`src/rtl/vote_collector.sv`:
```
// Purpose: serial plurality vote; tallies 2**M ballots, then scans 2**N tallies for the winner.
// Latency: done rises 2**N cycles after the edge that accepts the last ballot.
// Backpressure: vote_ready is high only while collecting; offered ballots are dropped otherwise.
module vote_collector #(
  parameter int N = 2,
  parameter int M = 2
) (
  input  logic         clk,
  input  logic         rst_n,
  input  logic         start,
  input  logic         vote_valid,
  input  logic [N-1:0] vote,
  output logic         vote_ready,
  output logic         busy,
  output logic         done,
  output logic [N-1:0] winner,
  output logic [M:0]   winner_count
);

  localparam int NC = 1 << N;
  localparam int NV = 1 << M;

  typedef enum logic [1:0] {S_IDLE, S_COLLECT, S_SCAN, S_DONE} state_t;

  state_t       state_q, state_d;
  logic [M:0]   tally_q [NC];
  logic [M:0]   tally_d [NC];
  logic [M:0]   cnt_q, cnt_d;
  logic [N-1:0] idx_q, idx_d;
  logic [N-1:0] best_q, best_d;
  logic [M:0]   best_cnt_q, best_cnt_d;
  logic [N-1:0] winner_q, winner_d;
  logic [M:0]   winner_count_q, winner_count_d;

  logic accept, last_ballot, last_cand, scan_take, start_new;

  assign accept      = (state_q == S_COLLECT) && vote_valid;
  assign last_ballot = accept && (cnt_q == (M+1)'(NV - 1));
  assign last_cand   = (idx_q == N'(NC - 1));
  assign scan_take   = tally_q[idx_q] > best_cnt_q;
  assign start_new   = start && ((state_q == S_IDLE) || (state_q == S_DONE));

  // State register
  always_ff @(posedge clk or negedge rst_n) begin
    if (!rst_n) state_q <= S_IDLE;
    else        state_q <= state_d;
  end

  // Next-state logic; start is ignored while an election is in flight
  always_comb begin
    state_d = state_q;
    case (state_q)
      S_IDLE:    if (start)       state_d = S_COLLECT;
      S_COLLECT: if (last_ballot) state_d = S_SCAN;
      S_SCAN:    if (last_cand)   state_d = S_DONE;
      S_DONE:    if (start)       state_d = S_COLLECT;
      default:                    state_d = S_IDLE;
    endcase
  end

  // Outputs decoded from registers only, so no input reaches an output combinationally
  always_comb begin
    vote_ready   = (state_q == S_COLLECT);
    busy         = (state_q == S_COLLECT) || (state_q == S_SCAN);
    done         = (state_q == S_DONE);
    winner       = winner_q;
    winner_count = winner_count_q;
  end

  // Datapath next-state: clear on a new election, tally accepted ballots, strict-greater scan
  always_comb begin
    for (int i = 0; i < NC; i++) tally_d[i] = tally_q[i];
    cnt_d          = cnt_q;
    idx_d          = idx_q;
    best_d         = best_q;
    best_cnt_d     = best_cnt_q;
    winner_d       = winner_q;
    winner_count_d = winner_count_q;

    if (start_new) begin
      for (int i = 0; i < NC; i++) tally_d[i] = '0;
      cnt_d          = '0;
      winner_d       = '0;
      winner_count_d = '0;
    end else if (accept) begin
      tally_d[vote] = tally_q[vote] + (M+1)'(1);
      cnt_d         = cnt_q + (M+1)'(1);
      if (last_ballot) begin
        // Running best starts at candidate 0 with an empty count
        idx_d      = '0;
        best_d     = '0;
        best_cnt_d = '0;
      end
    end else if (state_q == S_SCAN) begin
      // Strict compare keeps the lower index on a tie
      if (scan_take) begin
        best_d     = idx_q;
        best_cnt_d = tally_q[idx_q];
      end
      idx_d = idx_q + N'(1);
      if (last_cand) begin
        winner_d       = scan_take ? idx_q : best_q;
        winner_count_d = scan_take ? tally_q[idx_q] : best_cnt_q;
      end
    end
  end

  // Datapath registers; reset discards any partial election
  always_ff @(posedge clk or negedge rst_n) begin
    if (!rst_n) begin
      for (int i = 0; i < NC; i++) tally_q[i] <= '0;
      cnt_q          <= '0;
      idx_q          <= '0;
      best_q         <= '0;
      best_cnt_q     <= '0;
      winner_q       <= '0;
      winner_count_q <= '0;
    end else begin
      for (int i = 0; i < NC; i++) tally_q[i] <= tally_d[i];
      cnt_q          <= cnt_d;
      idx_q          <= idx_d;
      best_q         <= best_d;
      best_cnt_q     <= best_cnt_d;
      winner_q       <= winner_d;
      winner_count_q <= winner_count_d;
    end
  end

endmodule

```
`config.mk`:
```
export PLATFORM = sky130hd
export DESIGN_NAME = vote_collector
export DESIGN_NICKNAME = d
export VERILOG_FILES = /design/src/rtl/vote_collector.sv
export SDC_FILE = /design/constraint.sdc
export NUM_CORES = 1
export LEC_CHECK = 0
export ABC_CLOCK_PERIOD_IN_PS = 5500
export CORE_MARGIN = 10
export CORE_UTILIZATION = 40
export DETAILED_ROUTE_END_ITERATION = 7
export GPL_ROUTABILITY_DRIVEN = 0
export SKIP_LAST_GASP = 1
export SYNTH_ARGS = -nofsm -noshare
export SYNTH_HDL_FRONTEND = slang
export SYNTH_SLANG_ARGS = --single-unit
```
`constraint.sdc`:
```
create_clock -name clk -period 5.5 [get_ports clk]
set_input_delay 0.55 -clock clk [delete_from_list [all_inputs] [get_ports clk]]
set_output_delay 0.55 -clock clk [all_outputs]
set_load 0.03 [all_outputs]
```
Yosys cells after proc, flatten, opt, wreduce, memory -nomap -nowiden

Cells that the tools add are included.

Add/sub/neg operators: 3
Multiply operators: 0
Div/mod/pow operators: 0
Order comparisons: 4
Equal/unequal tests: 10
Shifts and indexed selects: 0
Multiplexer cells: 35
Bitwise gates (word level): 3
Reductions and logical operators: 15

Operators by type and width:

| cell                | number |
|---|---|
| $mux 3              | 15 |
| $mux 2              | 13 |
| $mux 12             | 2 |
| $bmux 3 s2          | 2 |
| $bwmux 12           | 1 |
| $reduce_and 3->1    | 3 |
| $ne 2x1->1 const B  | 4 |
| $reduce_bool 2->1   | 4 |
| $add 3x1->3 const B | 2 |
| $demux 3 s2         | 1 |
| $eq 2x2->1 const B  | 3 |
| $ge 3x3->1 const B  | 2 |
| $not 2->3           | 2 |
| $pmux 2 s3          | 1 |
| $logic_and 1x1->1   | 4 |
| $eq 3x2->1 const B  | 1 |
| $gt 3x3->1          | 1 |
| $lt 3x1->1 const B  | 1 |
| $add 2x1->2 const B | 1 |
| $eq 2x1->1 const B  | 1 |
| $logic_not 2->1     | 1 |
| $logic_or 1x1->1    | 2 |
| $ne 2x2->1 const B  | 1 |
| $reduce_or 2->1     | 1 |
| $not 1->1           | 1 |

Bits in registers: 29
Bits in latches: 0
Memory bits (writable): 0
Bits in read-only memories: 0
Input port bits: 6
Output and inout port bits: 8
Logic and storage cells: 81
Memories kept: 0

Logic depth before layout (Yosys ltp)

Depth after elaboration: 10
Depth in mapped cells: 9
Gate-level depth less buffers: 7

Worst setup path before layout

OpenSTA, ideal clock, no wires.

Kind: reg-to-reg
From: reg idx_q[0]
To: reg winner_count_q[0], in the netlist winner_count[0]
Library setup time: 0.087 ns
Arrival time: 2.168 ns
Data required time: 5.413 ns
Setup slack: 3.246 ns
Cell stages (with the launch flop): 9
Path buffers: 2
Clock period less this slack: 2.254 ns
Path through: dfrtp_1 buf_2 mux4_2 ha_1 nor2b_1 o21a_2 o21a_1 buf_2 o211ai_1

Longest elaborated chain between the ends: 10
Elaborated cells between the ends (all ways): 13
Classes of those cells: order compare: 1; eq/ne: 1; mux: 8; bitwise: 1; reduce/logical: 2

RTL lines:

| item                                      | line    | RTL |
|---|---|---|
| start: declaration                        | 29      | `logic [N-1:0] idx_q, idx_d;` |
| start signal: assignment                  | 121     | `idx_q <= idx_d;` |
| $not 2->3 (not written as such)           | 40, 103 |  |
| $bmux 3 s2                                | 40, 103 |  |
| $mux 3 (not written as such) (2 in a row) | 40, 103 |  |
| $gt 3x3->1                                | 40      | `assign scan_take = tally_q[idx_q] > best_cnt_q;` |
| $mux 3                                    | 103     | `winner_count_d = scan_take ? tally_q[idx_q] : best_cnt_q;` |
| $mux 3                                    | 101     | `if (last_cand) begin` |
| $mux 3                                    | 94      | `end else if (state_q == S_SCAN) begin` |
| $mux 3                                    | 85      | `end else if (accept) begin` |
| $mux 3                                    | 80      | `if (start_new) begin` |
| end signal: assignment                    | 125     | `winner_count_q <= winner_count_d;` |
| end: declaration                          | 33      | `logic [M:0] winner_count_q, winner_count_d;` |

Parallel ways exist; a longest one is shown, timed or not. The select of a mux whose other input is x is not followed.
A chain may end at the register's enable or synchronous reset.

Worst setup path in the final report

From: reg idx_q[0]
To: reg best_q[1]

Longest elaborated chain between the ends: 8

RTL lines:

| item                                      | line | RTL |
|---|---|---|
| $not 2->3 (not written as such)           | 40   |  |
| $bmux 3 s2                                | 40   |  |
| $mux 3 (not written as such) (2 in a row) | 40   |  |
| $gt 3x3->1                                | 40   |  |
| $mux 2 (3 in a row)                       | n/a  |  |
| end signal: assignment                    | 122  | `best_q <= best_d;` |
| end: declaration                          | 30   | `logic [N-1:0] best_q, best_d;` |

No other way between the ends. The select of a mux whose other input is x is not followed.

==> results.md <==
- Status: finished clean
- Unrepaired setup endpoints after global routing: false
- Iteration-0 DRC Markers: 50
- Clk pwr share: 19.0%
- Yosys top cell by area: dfrtp_1
- First-pass GRT wire length: 5.85 mm
- Tmin final: 2.55 ns
- Final setup vio count: 0
- Layout cell share with drive strength beyond 1: 13.5%
- Core area: 4090 µm²
- First drt pass iteration count: 5
- Post-DP HPWL: 2.49 mm
- Slowest cell on crit path: mux4_2
- Root Buffer: clkbuf_8
- Sequential power share: 34.8%
- Arrival @ worst endpoint: 2.68 ns
- Clock Latency Late Sink: 0.28 ns
- Row count: 23
- Clock H-tree levels: 2
- Multi-input logic area: 885 µm²
- EDFF count, synth: 0
- Seq/Total Area, Yosys: 42.3%
- Finished Core Util: 47.6%
- Worst hold margin: 0.489 ns
- Post-synth cell types: 38
- CP peak stage delay: 0.60 ns
- Ys flop type: dfrtp_1
- Max-Cap Viols: 0
- Vias in the first global route: 1,210
- Skew final: 0.00551 ns
- CP required: 5.63 ns
- Area contributors post-synth: dfrtp_1, ha_1, mux4_2
- Critical Path Start Type: flop
- Vias per inst: 5.51
- Async SR Flop Fraction: 100%
- Max Buffers Root-to-Sink: 2
- Netlist Area Pre-Place: 1720 µm²
- Worst Tran Pin Value: 0.519 ns
- TritonCTS clock tree: built
- Routed wire length: 3.35 mm
- Fin. max-slew vios: 0
- Relative slew slack: 65.2%
- Total die area: 7310 µm²
- Pint: 0.522 mW
- FF+latch count, synth: 29
- Final-layout fill cell count: 387
- Post_cts resized: 0
- PwrDens: 466 nW/µm²
- Via count: 1,256
- Ys Warns: 0
- Seq. cell area: 726 µm²
- Worst Setup End Kind: flop
- Gr ovfl total: 0
- Total GRT Usage: 9.96%
- Synthesized area per cell: 10.4 µm²
- Port bufs: 13
- Initial Utilization: 42.0%
- Syn nets: 181
- Synth cell count leaders: dfrtp_1, nand2_1, inv_1, nor2_1, ha_1
- Logic pwr share: 46.1%
- Top Ports: 14
- Die span in x: 85.5 µm
- Crit-path cells: mux4_2, ha_1, nor2b_1, o21a_2, o21a_1, o221ai_1
- Clk slew on worst S/H paths: 0.06 ns
- Final ANT Viol Nets: 0
- Area share of the largest cell type after synthesis: 42.3%
- Syn Inst Count: 165
- TritonCTS buffer count: 5
- Number of hold buffers added after CTS: 0
- Final #Nets: 194
- Area Overhead vs Synth: 13.3%
- Die Y-Extent: 85.5 µm
- Final routed wire length divided by cell count: 14.7 µm
- Diodes inserted: 0
- Initial antenna violation count: 0
- CP Class: flop to flop
- Psw: 0.384 mW
- DRC Markers: 0
- Final hold violation count: 0
- Total clock sinks: 29
- Static leakage: 0.828 nW
- Worst vdd ir: 0.000188 V
- Switching part of the total: 42.4%
- Crit-path max FO: 10
- Largest net degree at the start of global routing: 30
- Setup TNS: 0 ns
- Hold Path Class: flop to flop
- Fmax: 393 MHz
- Cell with the most instances after synthesis: dfrtp_1
- Post-CTS setup repair buffer count: 0
- Period utilization: 46.3%
==> cell families (layout without fill, tap and decap cells) <==
logic type	Yosys count	count (layout)	share of synthesized area, %
and+or+nand+nor	54	54	14.9
DFF	29	29	42.3
muxes	10	10	9.55
buffers and inverters	21	34	6.20
AOI/OAI and AO/OA	34	34	16.2
xor gates and xnor gates	7	7	3.57
adders and majority gates	10	10	7.29
==> layer usage <==
metal / global-route usage, % / part of all wire, %
met4: 3.59 / 1.1
met3: 5.01 / 5.6
met2: 15.5 / 48
met5: 0 / 0
met1: 11.5 / 45
==> critical path: cells and delay by family, from the launching register on <==
family	cells	cell delay, ns
fa+ha+maj	1	0.31
flops	1	0.54
mux	1	0.60
compound gates	3	0.81
simple gates	1	0.13
==> cell usage in the layout, fill, tap and decap left out, types with 2 or more instances in the layout <==
master / Yosys / final
mux4_2: 5 / 5
clkdlybuf4s50_1: 0 / 13
clkbuf_8: 0 / 6
mux2i_1: 4 / 4
o211ai_1: 3 / 3
or3_1: 2 / 2
o21ai_0: 5 / 5
nand3_1: 4 / 4
inv_1: 13 / 13
ha_1: 10 / 10
nand2_1: 24 / 24
xor2_1: 3 / 3
o211ai_2: 2 / 2
o2111ai_1: 5 / 5
dfrtp_1: 29 / 29
o221ai_1: 5 / 5
a21oi_1: 6 / 6
xnor2_1: 4 / 4
nor2_1: 13 / 13
nor3_1: 3 / 3
==> final timing paths <==
kind | start | to | slack (ns) | cells after the start
worst max register to register | idx_q[0]$_DFFE_PN0P_ | best_q[1]$_DFFE_PN0P_ | 2.95 | 6
worst min register to register | winner[0]$_DFFE_PN0P_ | winner[0]$_DFFE_PN0P_ | 0.49 | 2
min in group asynchronous | rst_n | winner[1]$_DFFE_PN0P_ | 0.66 | 2
max in group asynchronous | rst_n | tally_q[0]$_DFFE_PN0P_ | 4.55 | 2
worst min-delay path | winner[0]$_DFFE_PN0P_ | winner[0]$_DFFE_PN0P_ | 0.49 | 2
worst max-delay path | idx_q[0]$_DFFE_PN0P_ | best_q[1]$_DFFE_PN0P_ | 2.95 | 6
==> state kept, by name (all words and copies together) (netlist names) <==
signal / count
tally_q: 12
best_cnt_q: 3
cnt_q: 3
winner_count: 3
best_q: 2
idx_q: 2
state_q: 2
winner: 2
==> power groups by stage <==
stage | Sequential, mW | Combinational (mW) | Clock (mW)
final | 0.316 | 0.418 | 0.172
after global routing | 0.325 | 0.457 | 0.194
after CTS | 0.316 | 0.421 | 0.180
after detailed placement | 0.319 | 0.418 | 0
after global placement | 0.318 | 0.404 | 0
after floorplan | 0.301 | 0.345 | 0
==> stage by stage <==
step | total power [mW] | setup slack [ns] | instances | cell area, µm²
6_report | 0.906 | 2.95 | 228 | 1950
5_1_grt | 0.977 | 2.79 | 228 | 1950
4_1_cts | 0.917 | 2.95 | 228 | 1950
3_5_place_dp | 0.738 | 2.98 | 221 | 1860
3_3_place_gp | 0.722 | 3.03 | 221 | 1860
2_1_floorplan | 0.646 | 3.25 | 165 | 1720
==> area by class of cell <==
class	count	area share, %
Clock buffer	7	4.44
Inverter	13	2.51
Multi-Input combinational cell	115	45.5
Sequential cell	29	37.3
Tap cell	50	3.22
Timing Repair Buffer	14	7.07
(Power assumes the default switching activity.)
